## config.mk

```make
export PLATFORM = sky130hd
export DESIGN_NAME = uc_fsm
export DESIGN_NICKNAME = d
export VERILOG_FILES = /design/src/rtl/uc_fsm.sv
export SDC_FILE = /design/constraint.sdc
export NUM_CORES = 1
export LEC_CHECK = 0
export CAP_MARGIN = 20
export CORE_MARGIN = 5
export CORE_UTILIZATION = 36
export CTS_BUF_LIST = sky130_fd_sc_hd__clkbuf_4 sky130_fd_sc_hd__clkbuf_8 sky130_fd_sc_hd__clkbuf_16
export CTS_CLUSTER_DIAMETER = 150
export DETAILED_ROUTE_END_ITERATION = 6
export PLACE_DENSITY = 0.59
export SETUP_SLACK_MARGIN = 0.2
export SKIP_CTS_REPAIR_TIMING = 1
export SYNTH_ARGS = -nofsm -noshare
export SYNTH_HDL_FRONTEND = slang
export SYNTH_SLANG_ARGS = --single-unit
```

## constraint.sdc

```tcl
create_clock -name clk -period 4.17 [get_ports clk]
set_clock_uncertainty 0.1 [all_clocks]
set_input_delay 0.834 -clock clk [delete_from_list [all_inputs] [get_ports clk]]
set_output_delay 0.834 -clock clk [all_outputs]
set_load 0.03 [all_outputs]
```

## src/rtl/uc_fsm.sv

```systemverilog
// uc_fsm -- control unit for the microc datapath.
//
// Decodes Opcode and the registered zero flag into the control word that
// microc consumes. The decode is purely combinational. A RUN/HALT/ERROR state
// machine, a consecutive-J loop detector and a retired-instruction counter sit
// on top of the decode.
//
// Ports:
//   clk         in   system clock, rising edge
//   reset       in   synchronous, active-high reset
//   Opcode      in   [5:0] instruction opcode from microc
//   zero        in   registered zero flag from microc
//   s_inc       out  1 = PC+1, 0 = load jump target
//   s_inm       out  1 = immediate operand on register file write path
//   we          out  register file write enable
//   wez         out  zero flag write enable
//   ALUOp       out  [2:0] ALU operation
//   halted      out  sticky, jump-loop halt detected
//   error       out  sticky, illegal opcode executed
//   instr_count out  [CNT_W-1:0] instructions retired since reset
module uc_fsm #(
    parameter int HALT_THRESH = 4,
    parameter int CNT_W       = 16
) (
    input  logic             clk,
    input  logic             reset,
    input  logic [5:0]       Opcode,
    input  logic             zero,
    output logic             s_inc,
    output logic             s_inm,
    output logic             we,
    output logic             wez,
    output logic [2:0]       ALUOp,
    output logic             halted,
    output logic             error,
    output logic [CNT_W-1:0] instr_count
);

    localparam int JW = $clog2(HALT_THRESH) + 1;
    localparam logic [JW-1:0] JLAST = JW'(HALT_THRESH - 1);

    typedef enum logic [1:0] {
        S_RUN   = 2'd0,
        S_HALT  = 2'd1,
        S_ERROR = 2'd2
    } state_t;

    state_t           state_q, state_d;
    logic [JW-1:0]    jcnt_q, jcnt_d;
    logic [CNT_W-1:0] cnt_q, cnt_d;
    logic             legal;
    logic             is_j;

    always_ff @(posedge clk) begin
        if (reset) begin
            state_q <= S_RUN;
            jcnt_q  <= '0;
            cnt_q   <= '0;
        end else begin
            state_q <= state_d;
            jcnt_q  <= jcnt_d;
            cnt_q   <= cnt_d;
        end
    end

    always_comb begin
        s_inc   = 1'b1;
        s_inm   = 1'b0;
        we      = 1'b0;
        wez     = 1'b0;
        ALUOp   = 3'b000;
        state_d = state_q;
        jcnt_d  = jcnt_q;
        cnt_d   = cnt_q;
        legal   = 1'b1;
        is_j    = 1'b0;

        // While in reset the control word stays at its idle defaults.
        if (!reset) begin
            unique case (state_q)
                S_RUN: begin
                    case (Opcode[5:3])
                        3'b000: begin
                            ALUOp = Opcode[2:0];
                            we    = 1'b1;
                            wez   = 1'b1;
                        end
                        3'b001: begin
                            ALUOp = Opcode[2:0];
                            s_inm = 1'b1;
                            we    = 1'b1;
                            wez   = 1'b1;
                        end
                        3'b010: begin
                            case (Opcode[2:0])
                                3'b000: begin
                                    s_inc = 1'b0;
                                    is_j  = 1'b1;
                                end
                                3'b001:  s_inc = ~zero;
                                3'b010:  s_inc = zero;
                                default: legal = 1'b0;
                            endcase
                        end
                        3'b011: legal = (Opcode[2:0] == 3'b000);
                        default: legal = 1'b0;
                    endcase

                    if (legal) begin
                        cnt_d = cnt_q + CNT_W'(1);
                    end else begin
                        state_d = S_ERROR;
                    end

                    // Only an unbroken run of J cycles advances the detector.
                    if (is_j) begin
                        if (jcnt_q == JLAST) begin
                            state_d = S_HALT;
                            jcnt_d  = '0;
                        end else begin
                            jcnt_d = jcnt_q + JW'(1);
                        end
                    end else begin
                        jcnt_d = '0;
                    end
                end
                S_HALT: begin
                    s_inc = 1'b0;
                end
                S_ERROR: begin
                    s_inc = 1'b1;
                end
                default: begin
                    state_d = S_RUN;
                end
            endcase
        end
    end

    assign halted      = (state_q == S_HALT);
    assign error       = (state_q == S_ERROR);
    assign instr_count = cnt_q;

endmodule

```

==> impl_results.md, run 1 <==
- Most frequent cells in the layout: 33 x clkdlybuf4s50_1, 21 x dfxtp_1, 17 x a21oi_1
- N_diodes: 0
- Multi-input gate area in the final layout: 748 um^2
- Area added between synthesis and finish: 31.4%
- Reg2Reg Launch Point: state_q[0]
- Fraction of the cycle the final worst path needs: 0.909
- Max-slew violations: 0
- Number of filler cells placed in the layout: 347
- Number of instances in the synthesized netlist: 141
- Startpoint kind of the worst setup timing path: input pin
- Critical path's most frequent cell: clkdlybuf4s50_1
- Least-Margin Pin Slew: 706 ps
- Drt first pass iters: 4
- Arrival time worst endpoint: 2860 ps
- Worst Hold End: instr_count[13]
- Outcome: completed
- Cell with the largest stage delay on the worst path: nor4b_1
- Mux contribution to synthesized area: 0.0448
- Syn_area_per_cell: 8.71 um^2
- Post-synthesis share of cell area spent on xor and xnor gates: 0
- Power per standard cell area: 236 nW/um^2
- Worst hold path class: reg -> reg
- Share of the yosys chip area belonging to registers: 0.342
- Post-synth net total: 155
- Maximum clock frequency: 264 MHz
- Slew Limit Headroom: 0.523
- Initial core utilization: 0.371
- Cell row count: 21
- Number of sinks driven by the clock tree: 21
- TritonCTS clock tree: done
- WP buf/inv: 2
- Length in cells of the worst reg-to-reg path: 6
- Cts bufs inserted: 3
- Largest stage delay on the critical path: 600 ps
- Family of cells with the greatest summed delay on the critical path: buffers and inverters
- Routed wire length: 3160 um
- Width of the die: 68.4 um
- Distinct cells, synth: 38
- Power, Total: 0.381 mW
- Maximum root-to-sink buffer count: 2
- All-Layer GR Usage: 0.152
- Data required time at the worst endpoint: 3240 ps
- Cell count along the critical path: 5
- Final RePlAce weighted congestion: 0.729
- Buffers on Ports: 33
- Deepest level of the CTS H-tree: 1
- Vertical die dimension: 68.4 um
- Sum Neg Setup Slack: 0 ps
- Die area: 4680 um^2
- Worst vdd rail ir drop: 91.8 uV
- Routed wire length per instance: 14.6 um
- Share of synthesized cell area in full adder, half adder and majority cells: 0.0509
- Net count, final: 186
- Hold violation total from the final report: 0
- Clock root buffer: clkbuf_4
- Commonest non-fill, non-tap cell in the layout: clkdlybuf4s50_1
- Clock-pin slew on the worst setup and hold paths: 130 ps
- Share of synthesized cell area in and, or, nand and nor gates: 0.311
- I/O pin cnt: 34
- Reg-to-reg endpoint: instr_count[14]
- Setup slack of the most critical reg-to-reg path: 1790 ps
- Via count of the first global-routing pass: 1,184
- Register area: 420 um^2
- Overall via count from detail_route: 1,219
- Fraction of layout instances using a drive strength above 1: 0.0702
- Kind of end point of the critical path: output pin
- Worst path cell trace: clkdlybuf4s50_1 > nor4b_1 > nand3_1 > a21o_1 > clkdlybuf4s50_1
- Minimum clock period: 3790 ps
- Main combinational cell family by area after synthesis: simple AND/OR/NAND/NOR gates
- DRC violations left: 0
- # setup viols final: 0
- Post-Route Hold Slack: 396 ps
- Hold Path Cell Cnt: 2
- Worst Path Max Fanout: 6
- Yosys warning total: 0
- Core ar.: 3310 um^2
- Setup repair after global routing missed its margin: no
- FF+latch count, synth: 21
- Clock network latency to the later pin of the worst-skew pair: 310 ps
- Worst Setup Slack post-DPL: 407 ps
- GRT Residual Overflow: 0
- Hold_sp: instr_count[13]
- Post-synthesis compound-gate area fraction: 0.203
- Maximum number of pins on one net before global-route repair: 29
- Leak Pwr: 0.528 nW
- Sum of net half-perimeters after detailed placement: 2280 um
- Iteration-0 DRC count of the detailed router: 89
- Max_cap viols: 0
- Total standard cell area after synthesis: 1230 um^2
- Via density per instance: 5.62
- Antenna violations before repair: 0
- Least setup slack across all paths after layout: 379 ps
- Kind of critical path: in -> out
- Wire length of the first global-routing pass: 5400 um
- Post-DRT Antenna Nets: 0
-- power breakdown --
group | switching (mW) | internal [mW] | total (mW)
combinational | 0.0447 | 0.0295 | 0.0742
sequential | 0.00296 | 0.204 | 0.206
clock | 0.0649 | 0.0358 | 0.101
-- synthesized netlist by cell type --
library cell / number / area share
dfxtp_1: 21 / 0.34
a21oi_1: 17 / 0.069
nand3_1: 10 / 0.041
nand2_1: 7 / 0.021
o31ai_1: 7 / 0.043
or4_1: 7 / 0.043
clkbuf_1: 6 / 0.018
ha_1: 5 / 0.051
and2_1: 4 / 0.020
inv_1: 4 / 0.012
mux2_2: 4 / 0.037
nor2_1: 4 / 0.012
nor2b_1: 4 / 0.020
o41ai_1: 4 / 0.029
or4b_1: 4 / 0.033
and4_1: 3 / 0.021
nand4_1: 3 / 0.015
o21ai_0: 3 / 0.012
and3b_1: 2 / 0.014
nand2b_1: 2 / 0.010
nor3_1: 2 / 0.0081
nor4b_1: 2 / 0.014
a211oi_1: 1 / 0.0061
a21o_1: 1 / 0.0061
and2b_1: 1 / 0.0061
and3_1: 1 / 0.0051
buf_1: 1 / 0.0031
buf_4: 1 / 0.0061
buf_6: 1 / 0.0092
mux2i_1: 1 / 0.0081
nand3b_1: 1 / 0.0061
nor4_1: 1 / 0.0051
o21bai_1: 1 / 0.0061
o311a_4: 1 / 0.017
o311ai_0: 1 / 0.0071
o31a_1: 1 / 0.0071
or3_1: 1 / 0.0051
or4_4: 1 / 0.0092
-- state kept, by name, indices dropped and copies added, names as in the netlist --
name and count:
instr_count 16, jcnt_q 3, state_q 2
-- tightest hold or removal path, stage by stage (launching register included) --
cell     delay (ps)
dfxtp_1         350
o41ai_1          60
a21oi_1          50
-- per-layer routing --
metal	share of wire	global-route usage	vias to the layer above
li1	-	-	606
met1	0.47	0.205	567
met2	0.45	0.232	44
met3	0.069	0.0394	2
met4	0.0054	0.0496	0
met5	0	0	-
-- cells by family after synthesis --
| family | after synthesis |
|---|---|
| compound gates | 37 |
| fa+ha+maj | 5 |
| simple gates | 60 |
| buf+inv | 13 |
| flops | 21 |
| mux | 5 |
-- cell type report --
| type | instances | share of cell area |
|---|---|---|
| clock buffers | 3 | 0.0140 |
| clock inverters | 1 | 0.00310 |
| inverters | 4 | 0.00930 |
| multi-input cells | 107 | 0.464 |
| flip-flops and latches | 21 | 0.260 |
| well taps | 46 | 0.0357 |
| repair buffers | 35 | 0.214 |
-- metrics by stage --
| step | cell area [um^2] | utilization | std cells |
|---|---|---|---|
| 2_1_floorplan | 1230 | - | 141 |
| 3_3_place_gp | 1590 | 0.479 | 213 |
| 3_5_place_dp | 1590 | 0.479 | 213 |
| 4_1_cts | 1610 | 0.488 | 217 |
| 5_1_grt | 1610 | 0.488 | 217 |
| 6_report | 1610 | 0.488 | 217 |
-- worst max path at each step --
stage / end / start
global route: ALUOp[1] / Opcode[5]
detailed placement: s_inc / Opcode[5]
floorplan: ALUOp[0] / Opcode[5]
CTS: s_inc / Opcode[5]
finish: s_inc / Opcode[5]
global placement: ALUOp[1] / Opcode[5]
Power figures use the tool's default switching activity.
==> inputs of run 2 (changes only) <==
--- a/config.mk
+++ b/config.mk
@@ -6,12 +6,12 @@
 export NUM_CORES = 1
 export LEC_CHECK = 0
 export CAP_MARGIN = 20
-export CORE_MARGIN = 5
 export CORE_UTILIZATION = 36
 export CTS_BUF_LIST = sky130_fd_sc_hd__clkbuf_4 sky130_fd_sc_hd__clkbuf_8 sky130_fd_sc_hd__clkbuf_16
 export CTS_CLUSTER_DIAMETER = 150
 export DETAILED_ROUTE_END_ITERATION = 6
-export PLACE_DENSITY = 0.59
+export DONT_BUFFER_PORTS = 1
+export PLACE_DENSITY = 0.46
 export SETUP_SLACK_MARGIN = 0.2
 export SKIP_CTS_REPAIR_TIMING = 1
 export SYNTH_ARGS = -nofsm -noshare
==> constraint.sdc (replaced) <==
create_clock -name clk -period 4.17 [get_ports clk]
set_clock_uncertainty 0.1 [all_clocks]
set_input_delay 0.834 -clock clk [delete_from_list [all_inputs] [get_ports clk]]
set_output_delay 0.834 -clock clk [all_outputs]
set_load 0.01 [all_outputs]
==> run 2 against run 1 <==
Sequential share of layout area grew 7.0 points. Utilization down 8.4 points. Critical path type is now reg -> out. Critical endpoint is now s_inm. Via count is 13% lower. Register-to-register slack better by 20 ps. Largest cell class unchanged. Combinational power decreased by 45%. Maximum frequency is 30% higher.
==> impl_results.md, run 2 (synthesized netlist as in run 1, its figures left out) <==
- Hold Path Cell Cnt: 2 (unchanged)
- N_diodes: 0 (unchanged)
- Cell row count: 20 (-4.8%)
- Hold_sp: jcnt_q[1]
- Clock network latency to the later pin of the worst-skew pair: 310 ps (about the same)
- Number of standard cells in the layout, taps in and fillers out: 181 (-17%)
- Placed instance area: 1250 um^2 (-21%)
- Minimum clock period: 2920 ps (-867 ps)
- Maximum root-to-sink buffer count: 2 (unchanged)
- Worst Hold End: jcnt_q[1]
- Wire length of the first global-routing pass: 4780 um (-11%)
- Leak Pwr: 0.406 nW (-23%)
- Least-Margin Pin Slew: 630 ps (-75.9 ps)
- Core ar.: 3150 um^2 (-4.8%)
- Commonest non-fill, non-tap cell in the layout: dfxtp_1
- Net count, final: 152 (-18%)
- Hold violation total from the final report: 0 (unchanged)
- DRC violations left: 0 (unchanged)
- Initial core utilization: 0.390 (+0.0186)
- Setup repair after global routing missed its margin: no
- Worst Setup Slack post-DPL: 1470 ps (+1070 ps)
- Routed wire length: 2830 um (-10%)
- Least setup slack across all paths after layout: 1250 ps (+867 ps)
- Worst vdd rail ir drop: 137 uV (+50%)
- Post-DRT Antenna Nets: 0 (unchanged)
- Outcome: completed
- Maximum number of pins on one net before global-route repair: 29 (unchanged)
- Summed area of non-filler cells in the final layout: 1270 um^2 (-21%)
- Reg-to-reg endpoint: instr_count[14]
- Power per standard cell area: 274 nW/um^2 (+16%)
- Fraction of the cycle the final worst path needs: 0.701 (-0.208)
- Sum of net half-perimeters after detailed placement: 1960 um (-14%)
- Fraction of layout instances using a drive strength above 1: 0.0803 (+0.0101)
- Sum Neg Setup Slack: 0 ps (unchanged)
- Worst Path Max Fanout: 13 (+7)
- Overall via count from detail_route: 1,058 (-13%)
- Clock-pin slew on the worst setup and hold paths: 120 ps (about the same)
- Routed wire length per instance: 15.7 um (+7.6%)
- Die area: 3650 um^2 (-22%)
- Reg2Reg Launch Point: state_q[0]
- Length in cells of the worst reg-to-reg path: 6 (unchanged)
- Data required time at the worst endpoint: 3240 ps (about the same)
- Maximum clock frequency: 342 MHz (+30%)
- Most frequent cells in the layout: 21 x dfxtp_1, 17 x a21oi_1, 10 x nand3_1
- Arrival time worst endpoint: 1990 ps (-870 ps)
- Via density per instance: 5.85 (+4.1%)
- Number of instances in the placed design: 177 (-17%)
- Vertical die dimension: 60.4 um (-12%)
- Number of sinks driven by the clock tree: 21 (unchanged)
- TritonCTS clock tree: done
- Area added between synthesis and finish: 3.67%
- Antenna violations before repair: 0 (unchanged)
- Buffers on Ports: 0 (-100%)
- Iteration-0 DRC count of the detailed router: 36 (-60%)
- Deepest level of the CTS H-tree: 1 (unchanged)
- Max-slew violations: 0 (unchanged)
- Setup slack of the most critical reg-to-reg path: 1810 ps (+20 ps)
- GRT Residual Overflow: 0 (unchanged)
- Worst hold path class: reg -> reg
- Share of the core filled with cells: 0.404 (-0.0836)
- Width of the die: 60.4 um (-12%)
- Slew Limit Headroom: 0.575 (+0.0512)
- Max_cap viols: 0 (unchanged)
- Via count of the first global-routing pass: 1,034 (-13%)
- Startpoint kind of the worst setup timing path: register
- Final RePlAce weighted congestion: 0.800 (+9.8%)
- I/O pin cnt: 34 (unchanged)
- Kind of critical path: reg -> out
- Clock root buffer: clkbuf_4
- Flip-flop count of the largest register, all copies and words added: 16 (unchanged)
- Cts bufs inserted: 3 (unchanged)
- # setup viols final: 0 (unchanged)
- Kind of end point of the critical path: output pin
- Number of filler cells placed in the layout: 340 (-2.0%)
- All-Layer GR Usage: 0.171 (+0.0194)
- Drt first pass iters: 4 (unchanged)
==> run 2: where the power goes <==
part           internal (mW)  total (mW)  leakage [nW]  switching [mW]
logic                 0.0142      0.0406         0.219          0.0264
clock network         0.0358       0.102        0.0177          0.0661
registers              0.204       0.207         0.170         0.00346
==> run 2: worst max path at each step <==
| stage | from | to | depth (start not counted) |
|---|---|---|---|
| after floorplan | Opcode[5] | ALUOp[0] | 4 |
| after global placement | Opcode[5] | ALUOp[1] | 4 |
| after detailed placement | Opcode[5] | s_inm | 4 |
| after CTS | state_q[0] | s_inm | 6 |
| after global routing | state_q[1] | s_inm | 6 |
| final | state_q[0] | s_inm | 6 |
==> run 2: final cells by class <==
| cell class | instances | area, um^2 | share of cell area |
|---|---|---|---|
| clock buffers | 3 | 22.5 | 0.0177 |
| repair buffers | 1 | 7.51 | 0.00589 |
| well taps | 44 | 55.1 | 0.0432 |
| clock inverters | 1 | 5.00 | 0.00393 |
| multi-input cells | 107 | 748 | 0.587 |
| inverters | 4 | 15.0 | 0.0118 |
| flip-flops and latches | 21 | 420 | 0.330 |
==> run 2: metrics by stage <==
| stage | hold WS [ps] | power, mW |
|---|---|---|
| after floorplan | 344 | 0.249 |
| after global placement | 362 | 0.252 |
| after detailed placement | 367 | 0.252 |
| after CTS | 387 | 0.352 |
| after global routing | 428 | 0.369 |
| final | 384 | 0.350 |
==> run 2: layer usage <==
| metal | vias to the layer above | GRT usage | share of wire |
|---|---|---|---|
| li1 | 531 | - | - |
| met1 | 506 | 0.243 | 0.51 |
| met2 | 19 | 0.253 | 0.43 |
| met3 | 2 | 0.0554 | 0.056 |
| met4 | 0 | 0.0390 | 0.0053 |
| met5 | - | 0 | 0 |
==> run 2: critical path, stage by stage, from the launching register on <==
cell	delay, ps
dfxtp_1	340
inv_1	110
ha_1	320
nand2b_1	310
nor3_1	220
buf_4	190
and2_1	190
